--- src/rtl/tug_round_ctrl.sv ---
// Tug-of-war round sequencer: button edge detect, READY countdown, PLAY arbitration,
// win display and saturating per-player scores.
module tug_round_ctrl #(
  parameter int READY_TICKS = 4,
  parameter int WIN_HOLD    = 8,
  parameter int SCORE_W     = 4
) (
  input  logic               clk,
  input  logic               rst,
  input  logic               tick,
  input  logic               start,
  input  logic               pbl,
  input  logic               pbr,
  output logic [6:0]         leds_out,
  output logic [3:0]         status,
  output logic [SCORE_W-1:0] score_l,
  output logic [SCORE_W-1:0] score_r
);

  // state   | meaning
  // IDLE    | waiting for start, rope shown centred
  // READY   | countdown; presses are false starts that penalise the presser
  // PLAY    | presses pull the rope toward the presser
  // WIN_L   | left player won, pattern held for WIN_HOLD ticks
  // WIN_R   | right player won, pattern held for WIN_HOLD ticks
  typedef enum logic [2:0] {
    S_IDLE  = 3'd0,
    S_READY = 3'd1,
    S_PLAY  = 3'd2,
    S_WIN_L = 3'd3,
    S_WIN_R = 3'd4
  } state_t;

  localparam int RW = $clog2(READY_TICKS + 1);
  localparam int HW = $clog2(WIN_HOLD + 1);

  state_t        state;
  logic [2:0]    pos;
  logic [RW-1:0] ready_cnt;
  logic [HW-1:0] hold_cnt;
  logic          pbl_d, pbr_d;
  logic          press_l, press_r;

  assign press_l = pbl & ~pbl_d;
  assign press_r = pbr & ~pbr_d;

  always_ff @(posedge clk) begin
    if (rst) begin
      state     <= S_IDLE;
      pos       <= 3'd3;
      ready_cnt <= '0;
      hold_cnt  <= '0;
      pbl_d     <= 1'b0;
      pbr_d     <= 1'b0;
      score_l   <= '0;
      score_r   <= '0;
    end else begin
      pbl_d <= pbl;
      pbr_d <= pbr;
      case (state)
        S_IDLE: begin
          if (start) begin
            pos       <= 3'd3;
            ready_cnt <= RW'(READY_TICKS);
            state     <= S_READY;
          end
        end
        S_READY: begin
          // clamp to 1..5 so a false start can never decide the round
          if (press_l && !press_r && pos < 3'd5)
            pos <= pos + 3'd1;
          else if (press_r && !press_l && pos > 3'd1)
            pos <= pos - 3'd1;
          if (tick) begin
            ready_cnt <= ready_cnt - RW'(1);
            if (ready_cnt == RW'(1))
              state <= S_PLAY;
          end
        end
        S_PLAY: begin
          if (press_l && !press_r && pos != 3'd0) begin
            pos <= pos - 3'd1;
            if (pos == 3'd1) begin
              state    <= S_WIN_L;
              hold_cnt <= HW'(WIN_HOLD);
              if (score_l != '1) score_l <= score_l + 1'b1;
            end
          end else if (press_r && !press_l && pos != 3'd6) begin
            pos <= pos + 3'd1;
            if (pos == 3'd5) begin
              state    <= S_WIN_R;
              hold_cnt <= HW'(WIN_HOLD);
              if (score_r != '1) score_r <= score_r + 1'b1;
            end
          end
        end
        S_WIN_L, S_WIN_R: begin
          if (tick) begin
            hold_cnt <= hold_cnt - HW'(1);
            if (hold_cnt == HW'(1))
              state <= S_IDLE;
          end
        end
        default: state <= S_IDLE;
      endcase
    end
  end

  always_comb begin
    leds_out = 7'b0001000;
    status   = 4'b1111;
    case (state)
      S_READY: begin leds_out = 7'b0000001 << pos; status = 4'b1110; end
      S_PLAY:  begin leds_out = 7'b0000001 << pos; status = 4'b1101; end
      S_WIN_L: begin leds_out = 7'b0000111;        status = 4'b1011; end
      S_WIN_R: begin leds_out = 7'b1110000;        status = 4'b0111; end
      default: begin leds_out = 7'b0001000;        status = 4'b1111; end
    endcase
  end

endmodule

--- config.mk ---
export PLATFORM = sky130hd
export DESIGN_NAME = tug_round_ctrl
export DESIGN_NICKNAME = d
export VERILOG_FILES = /design/src/rtl/tug_round_ctrl.sv
export SDC_FILE = /design/constraint.sdc
export NUM_CORES = 1
export LEC_CHECK = 0
export ABC_CLOCK_PERIOD_IN_PS = 4800
export BUFFER_PORTS_ARGS = -buffer_cell sky130_fd_sc_hd__buf_2
export CAP_MARGIN = 10
export CORE_AREA = 3 3 78 43
export CTS_BUF_LIST = sky130_fd_sc_hd__clkbuf_2 sky130_fd_sc_hd__clkbuf_4 sky130_fd_sc_hd__clkbuf_8
export CTS_CLUSTER_DIAMETER = 150
export DETAILED_ROUTE_END_ITERATION = 8
export DIE_AREA = 0 0 81 46
export PLACE_DENSITY = 0.85
export REMOVE_ABC_BUFFERS = 1
export SKIP_LAST_GASP = 1
export SYNTH_ARGS = -nofsm -noshare
export SYNTH_HDL_FRONTEND = slang
export SYNTH_SLANG_ARGS = --single-unit
--- constraint.sdc ---
create_clock -name clk -period 4.8 [get_ports clk]
set_input_delay 0.24 -clock clk [delete_from_list [all_inputs] [get_ports clk]]
set_output_delay 0.24 -clock clk [all_outputs]
set_load 0.005 [all_outputs]
==> impl_metrics.csv, run 1 <==
group,metric,value,unit
timing,tns,0,ps
timing,finalWorstPathRequiredPeriod,2170,ps
timing,period_share,45.3,%
layout,nets,245,
critical_path,r2r_slack,2630,ps
synthesis,synth-edff-count,0,
grt,grt_use_met1,29.8,%
grt,grt_pass1_wl,6380,um
timing,fin_worst_skew,8.45,ps
synthesis,synth_warnings,0,
detailed_routing,vias_per_cell,5.73,
place,place_hpwl,2790,um
timing,slew_headroom,52.2,%
job,cap_violations,0,
timing,fmax,460,MHz
timing,drv_slew,0,
detailed_routing,routed_wl,3710,um
grt,grt_use_met2,37.4,%
floorplanning,die_w,81,um
clock_tree,cts.sinks,23,
synthesis,netlist_area,1690,um2
synthesis,synth-seq-cells,23,
clock_tree,h-tree-depth,1,
grt,top_usage_layer,"met2",
floorplanning,dieHeight,46,um
synthesis,synthArstFlopShare,0,%
critical_path,crit_required,4970,ps
layout,utilization,70.4,%
clock_tree,postCtsSetupBuffers,0,
synthesis,avgSynthCellArea,8.14,um2
detailed_routing,drt_pass1_iterations,4,
power,vdd_drop_max,0.172,mV
detailed_routing,num_vias,1507,
layout,drive_gt1_share,18.1,%
floorplanning,num_io_pins,25,
floorplanning,row_count,13,
grt,grt-ovfl-total,0,
status,outcome,"finished, final reports clean",
detailed_routing,ant_nets,0,
timing,finalHoldViolations,0,
grt,grt_pass1_vias,1423,
layout,syn_to_final_growth,9.53,%
power,power_density,312,nW/um2
worst_hold_path,hp-class,"primary input to flip-flop",
synthesis,ys.flop_type,"dfxtp_1",
clock_tree,clkLatencyLatePin,270,ps
grt,use_met3,4.35,%
timing,setup_viol,0,
grt,grt_usage,22.7,%
timing,rsz0062_at_grt,"no",
timing,fin_ws,2630,ps
critical_path,startpoint_type,"flip-flop",
synthesis,ys_types,46,
clock_tree,clockRootBuffer,"clkbuf_8",
detailed_routing,drtIter0Drc,151,
grt,grt_max_degree,26,
place,numPortBuffers,24,
detailed_routing,route.detailed.drc,0,
power,p_leak,0.784,nW
synthesis,syn_inst,208,
critical_path,crit_arrival,2340,ps
timing,worst_pin_slew,716,ps
timing,hold_slack,211,ps
place,gp_congestion,0.932,
clock_tree,path_clk_slew,80,ps
clock_tree,postCtsHoldBufs,0,
floorplanning,start_util,64.3,%
detailed_routing,wl_per_cell,14.1,um
clock_tree,cts_tree,"yes",
critical_path,critical_path_peak_fanout,19,
layout,diodes,0,
power,p_total,0.580,mW
floorplanning,coreArea,2640,um2
place,place_ws,2710,ps
grt,antenna_found_initial,0,
clock_tree,cts_resized,0,
synthesis,yosysSeqAreaShare,27.2,%
clock_tree,cts-buffers-inserted,3,
layout,final.fill_count,227,
critical_path,crit_type,"flip-flop to flip-flop",
floorplanning,dieArea,3730,um2
critical_path,crit_path_end_kind,"flip-flop",
clock_tree,cts_buffer_depth,2,
[cell usage after synthesis (all sizes together) (2+ instances only)]
library cell	n	area, um2
a211oi	3	22.5
a22oi	2	20.0
o22ai	4	25.0
a31oi	6	58.8
ha	12	150
nand3	7	35.0
xnor2	5	43.8
nand4	2	25.0
nor3	8	40.0
nor4	2	12.5
o31ai	3	22.5
maj3	3	30.0
clkbuf	6	22.5
a21o	3	22.5
nor2	23	86.3
o21ai	5	25.0
nor3b	3	50.1
nor2b	13	81.3
a21oi	10	50.1
buf	4	31.3
dfxtp	23	460
mux2i	7	70.1
nand2	18	67.6
nand2b	5	33.8
inv	14	52.6
o221a	2	22.5
xor2	2	17.5
o21bai	2	15.0
o21a	3	22.5
[layout make-up]
| class | instances | area, um2 | share of cell area [%] |
|---|---|---|---|
| Multi-Input combinational cell | 161 | 1130 | 60.8 |
| Sequential cell | 23 | 460 | 24.8 |
| Timing Repair Buffer | 24 | 120 | 6.47 |
| Inverter | 14 | 52.6 | 2.83 |
| Clock buffer | 4 | 48.8 | 2.63 |
| Tap cell | 37 | 46.3 | 2.49 |
[flip-flops by register name (all words and copies together) (netlist names)]
register	count
pbr_d	1
ready_cnt	3
score_r	4
pbl_d	1
state	3
hold_cnt	4
pos	3
score_l	4
[critical path, cell delays in order, from the launching register on]
cell     delay (ps)
dfxtp_1         760
nor3b_4         450
inv_2           130
a31oi_1         290
mux2i_1         130
a21oi_1         210
mux2i_1          90
[placed cells by master (no fill, tap or decap), types with 5 or more instances in the layout]
master,n
nand2_1,18
inv_1,13
mux2i_1,7
nand3_1,7
o21ai_0,5
dfxtp_1,23
xnor2_1,5
nor2_1,23
nor3_1,8
nor2b_1,13
buf_2,24
a21oi_1,10
ha_1,12
[per-layer routing]
| metal | vias to the layer above | share of wire, % | wire length (um) |
|---|---|---|---|
| met5 | - | 0 | 0 |
| met4 | 0 | 1.7 | 63 |
| met3 | 8 | 3.9 | 143 |
| met2 | 33 | 45 | 1650 |
| met1 | 701 | 50 | 1850 |
| li1 | 765 | - | - |
[stage by stage]
stage / cell area [um2] / instances
global route: 1860 / 263
detailed placement: 1810 / 259
global placement: 1810 / 259
floorplan: 1640 / 198
CTS: 1860 / 263
finish: 1860 / 263
[path summary, 6_finish.rpt]
path / startpoint / to / depth (start not counted)
worst min-delay path: pbr / pbr_d / 2
worst min register to register: ready_cnt[1] / ready_cnt[1] / 2
worst max-delay path: state[1] / pos[1] / 6
worst max register to register: state[1] / pos[1] / 6
[power by group]
group          leakage, nW  switching [mW]  internal, mW
logic                0.570           0.111        0.0932
clock network       0.0262          0.0638        0.0651
registers            0.187          0.0396         0.207
total                0.784           0.214         0.366
[cells by family after synthesis]
kind of cell	Yosys count	share of synthesized area (%)
XOR/XNOR	7	3.62
AND/OR/NAND/NOR	85	27.1
flip-flops	23	27.2
buffers and inverters	24	6.28
adder cells (fa/ha/maj)	15	10.6
AO/OA/AOI/OAI	47	21.0
multiplexers	7	4.14
Power figures use the tool's default switching activity.
==> run 2, diff against run 1 <==
ABC_CLOCK_PERIOD_IN_PS = 2000   (was 4800)
CORE_AREA = 3 3 84 46   (was 3 3 78 43)
DIE_AREA = 0 0 87 49   (was 0 0 81 46)
PLACE_DENSITY = 0.77   (was 0.85)
clock period = 2 ns   (was 4.8 ns; I/O delays follow)
==> impl_metrics.csv, run 2 (synthesized netlist as in run 1, its figures left out) <==
group,metric,value,unit
detailed_routing,route.detailed.drc,0,
critical_path,crit_buf_inv,3,
critical_path,timing.rr.end,"hold_cnt[3]",
critical_path,crit_type,"flip-flop to output port",
floorplanning,coreArea,3070,um2
critical_path,timing.rr.start,"pos[0]",
detailed_routing,ant_nets,0,
timing,fin_worst_skew,6.12,ps
floorplanning,row_count,14,
timing,worst_pin_slew,496,ps
timing,setup_viol,0,
critical_path,path_depth,7,
detailed_routing,wl_per_cell,13.2,um
timing,finalWorstPathRequiredPeriod,1900,ps
layout,diodes,0,
power,vdd_drop_max,0.390,mV
grt,grt_pass1_vias,1386,
critical_path,crit_arrival,1800,ps
timing,tns,0,ps
place,place_hpwl,2860,um
layout,nets,260,
grt,grt_pass1_wl,6400,um
critical_path,crit_path_end_kind,"output port",
power,p_total,1.47,mW
timing,fmax,528,MHz
place,numPortBuffers,24,
timing,drv_slew,0,
clock_tree,cts_buffer_depth,2,
critical_path,r2r_cells,8,
status,outcome,"finished, final reports clean",
layout,drive_gt1_share,24.1,%
grt,grt_usage,18.5,%
grt,antenna_found_initial,0,
timing,period_share,94.8,%
floorplanning,die_w,87,um
critical_path,r2r_slack,140,ps
critical_path,crit_family,"adder cells",
clock_tree,cts_tree,"yes",
floorplanning,start_util,55.3,%
layout,top_regs,"hold_cnt (4), score_l (4), score_r (4)",
clock_tree,cts.sinks,23,
detailed_routing,vias_per_cell,5.52,
power,power_density,743,nW/um2
clock_tree,clockRootBuffer,"clkbuf_8",
layout,syn_to_final_growth,17.1,%
floorplanning,dieArea,4260,um2
critical_path,crit_end,"leds_out[2]",
critical_path,critPathMaxStageDelay,380,ps
critical_path,critical_path_peak_fanout,5,
clock_tree,path_clk_slew,90,ps
layout,final_cell_mix,"buf_2 (24), nor2_1 (23), dfxtp_1 (22)",
timing,rsz0062_at_grt,"no",
grt,grt_max_degree,26,
clock_tree,h-tree-depth,1,
worst_hold_path,hold_start,"pbr",
clock_tree,clkLatencyLatePin,270,ps
critical_path,startpoint_type,"flip-flop",
timing,finalHoldViolations,0,
critical_path,crit_required,1900,ps
floorplanning,dieHeight,49,um
layout,mostFrequentLayoutCell,"buf_2",
place,gp_congestion,0.854,
clock_tree,postCtsHoldBufs,0,
detailed_routing,drt_pass1_iterations,4,
critical_path,crit_chain,"inv_1 > ha_2 > buf_4 > nor2b_1 > maj3_1 > nor2b_1 > buf_2",
critical_path,crit_start,"pos[0]",
detailed_routing,num_vias,1551,
timing,slew_headroom,66.7,%
power,p_leak,0.856,nW
critical_path,cpMostUsedCell,"nor2b_1",
floorplanning,num_io_pins,25,
detailed_routing,drtIter0Drc,113,
job,cap_violations,0,
detailed_routing,routed_wl,3720,um
grt,grt-ovfl-total,0,
critical_path,critPathSlowestCell,"dfxtp_4",
worst_hold_path,hp-class,"primary input to flip-flop",
clock_tree,cts-buffers-inserted,3,
[run 2: area by class of cell]
cell class                 instances  area, um2
multi-input combinational        161       1140
fill                             269       1080
sequential                        23        464
timing repair buffer              39        233
inverter                          14       52.6
tap                               40       50.0
clock buffer                       4       48.8
[run 2: power by group]
part           switching [mW]  total [mW]  internal [mW]
combinational           0.328       0.614          0.286
sequential             0.0457       0.546          0.500
clock                   0.158       0.314          0.156
total                   0.532        1.47          0.942
[run 2: metal layers]
| metal | routed length [um] | GRT usage, % | vias up |
|---|---|---|---|
| li1 | - | - | 796 |
| met1 | 1870 | 25.0 | 714 |
| met2 | 1640 | 30.0 | 39 |
| met3 | 182 | 4.38 | 2 |
| met4 | 24 | 3.37 | 0 |
| met5 | 0 | 0 | - |
[run 2: worst min-delay path by stage]
stage	depth (start not counted)	slack, ps	endpoint
2_1_floorplan	1	170	ready_cnt[2]
3_3_place_gp	2	340	pbr_d
3_5_place_dp	2	340	pbr_d
4_1_cts	2	70	pbr_d
5_1_grt	2	80	pbr_d
6_report	2	60	pbr_d
[run 2: metrics by stage]
step | area [um2] | cells | util [%] | hold WS, ps | worst slack, ps
finish | 1980 | 281 | 64.7 | 63.3 | 105
global route | 1980 | 281 | 64.7 | 80.9 | 2.88
CTS | 1970 | 280 | 64.3 | 65.0 | 49.2
detailed placement | 1920 | 276 | 62.5 | 344 | -48.6
global placement | 1920 | 276 | 62.5 | 336 | 51.7
floorplan | 1640 | 198 | - | 169 | 126
[run 2: timing repair]
item / 4_1_cts / 5_1_grt
gates resized for setup: 2 / 2
pin swaps: 1 / 1
buffers inserted: 0 / 1
endpoints found under the setup margin: 2 / 3
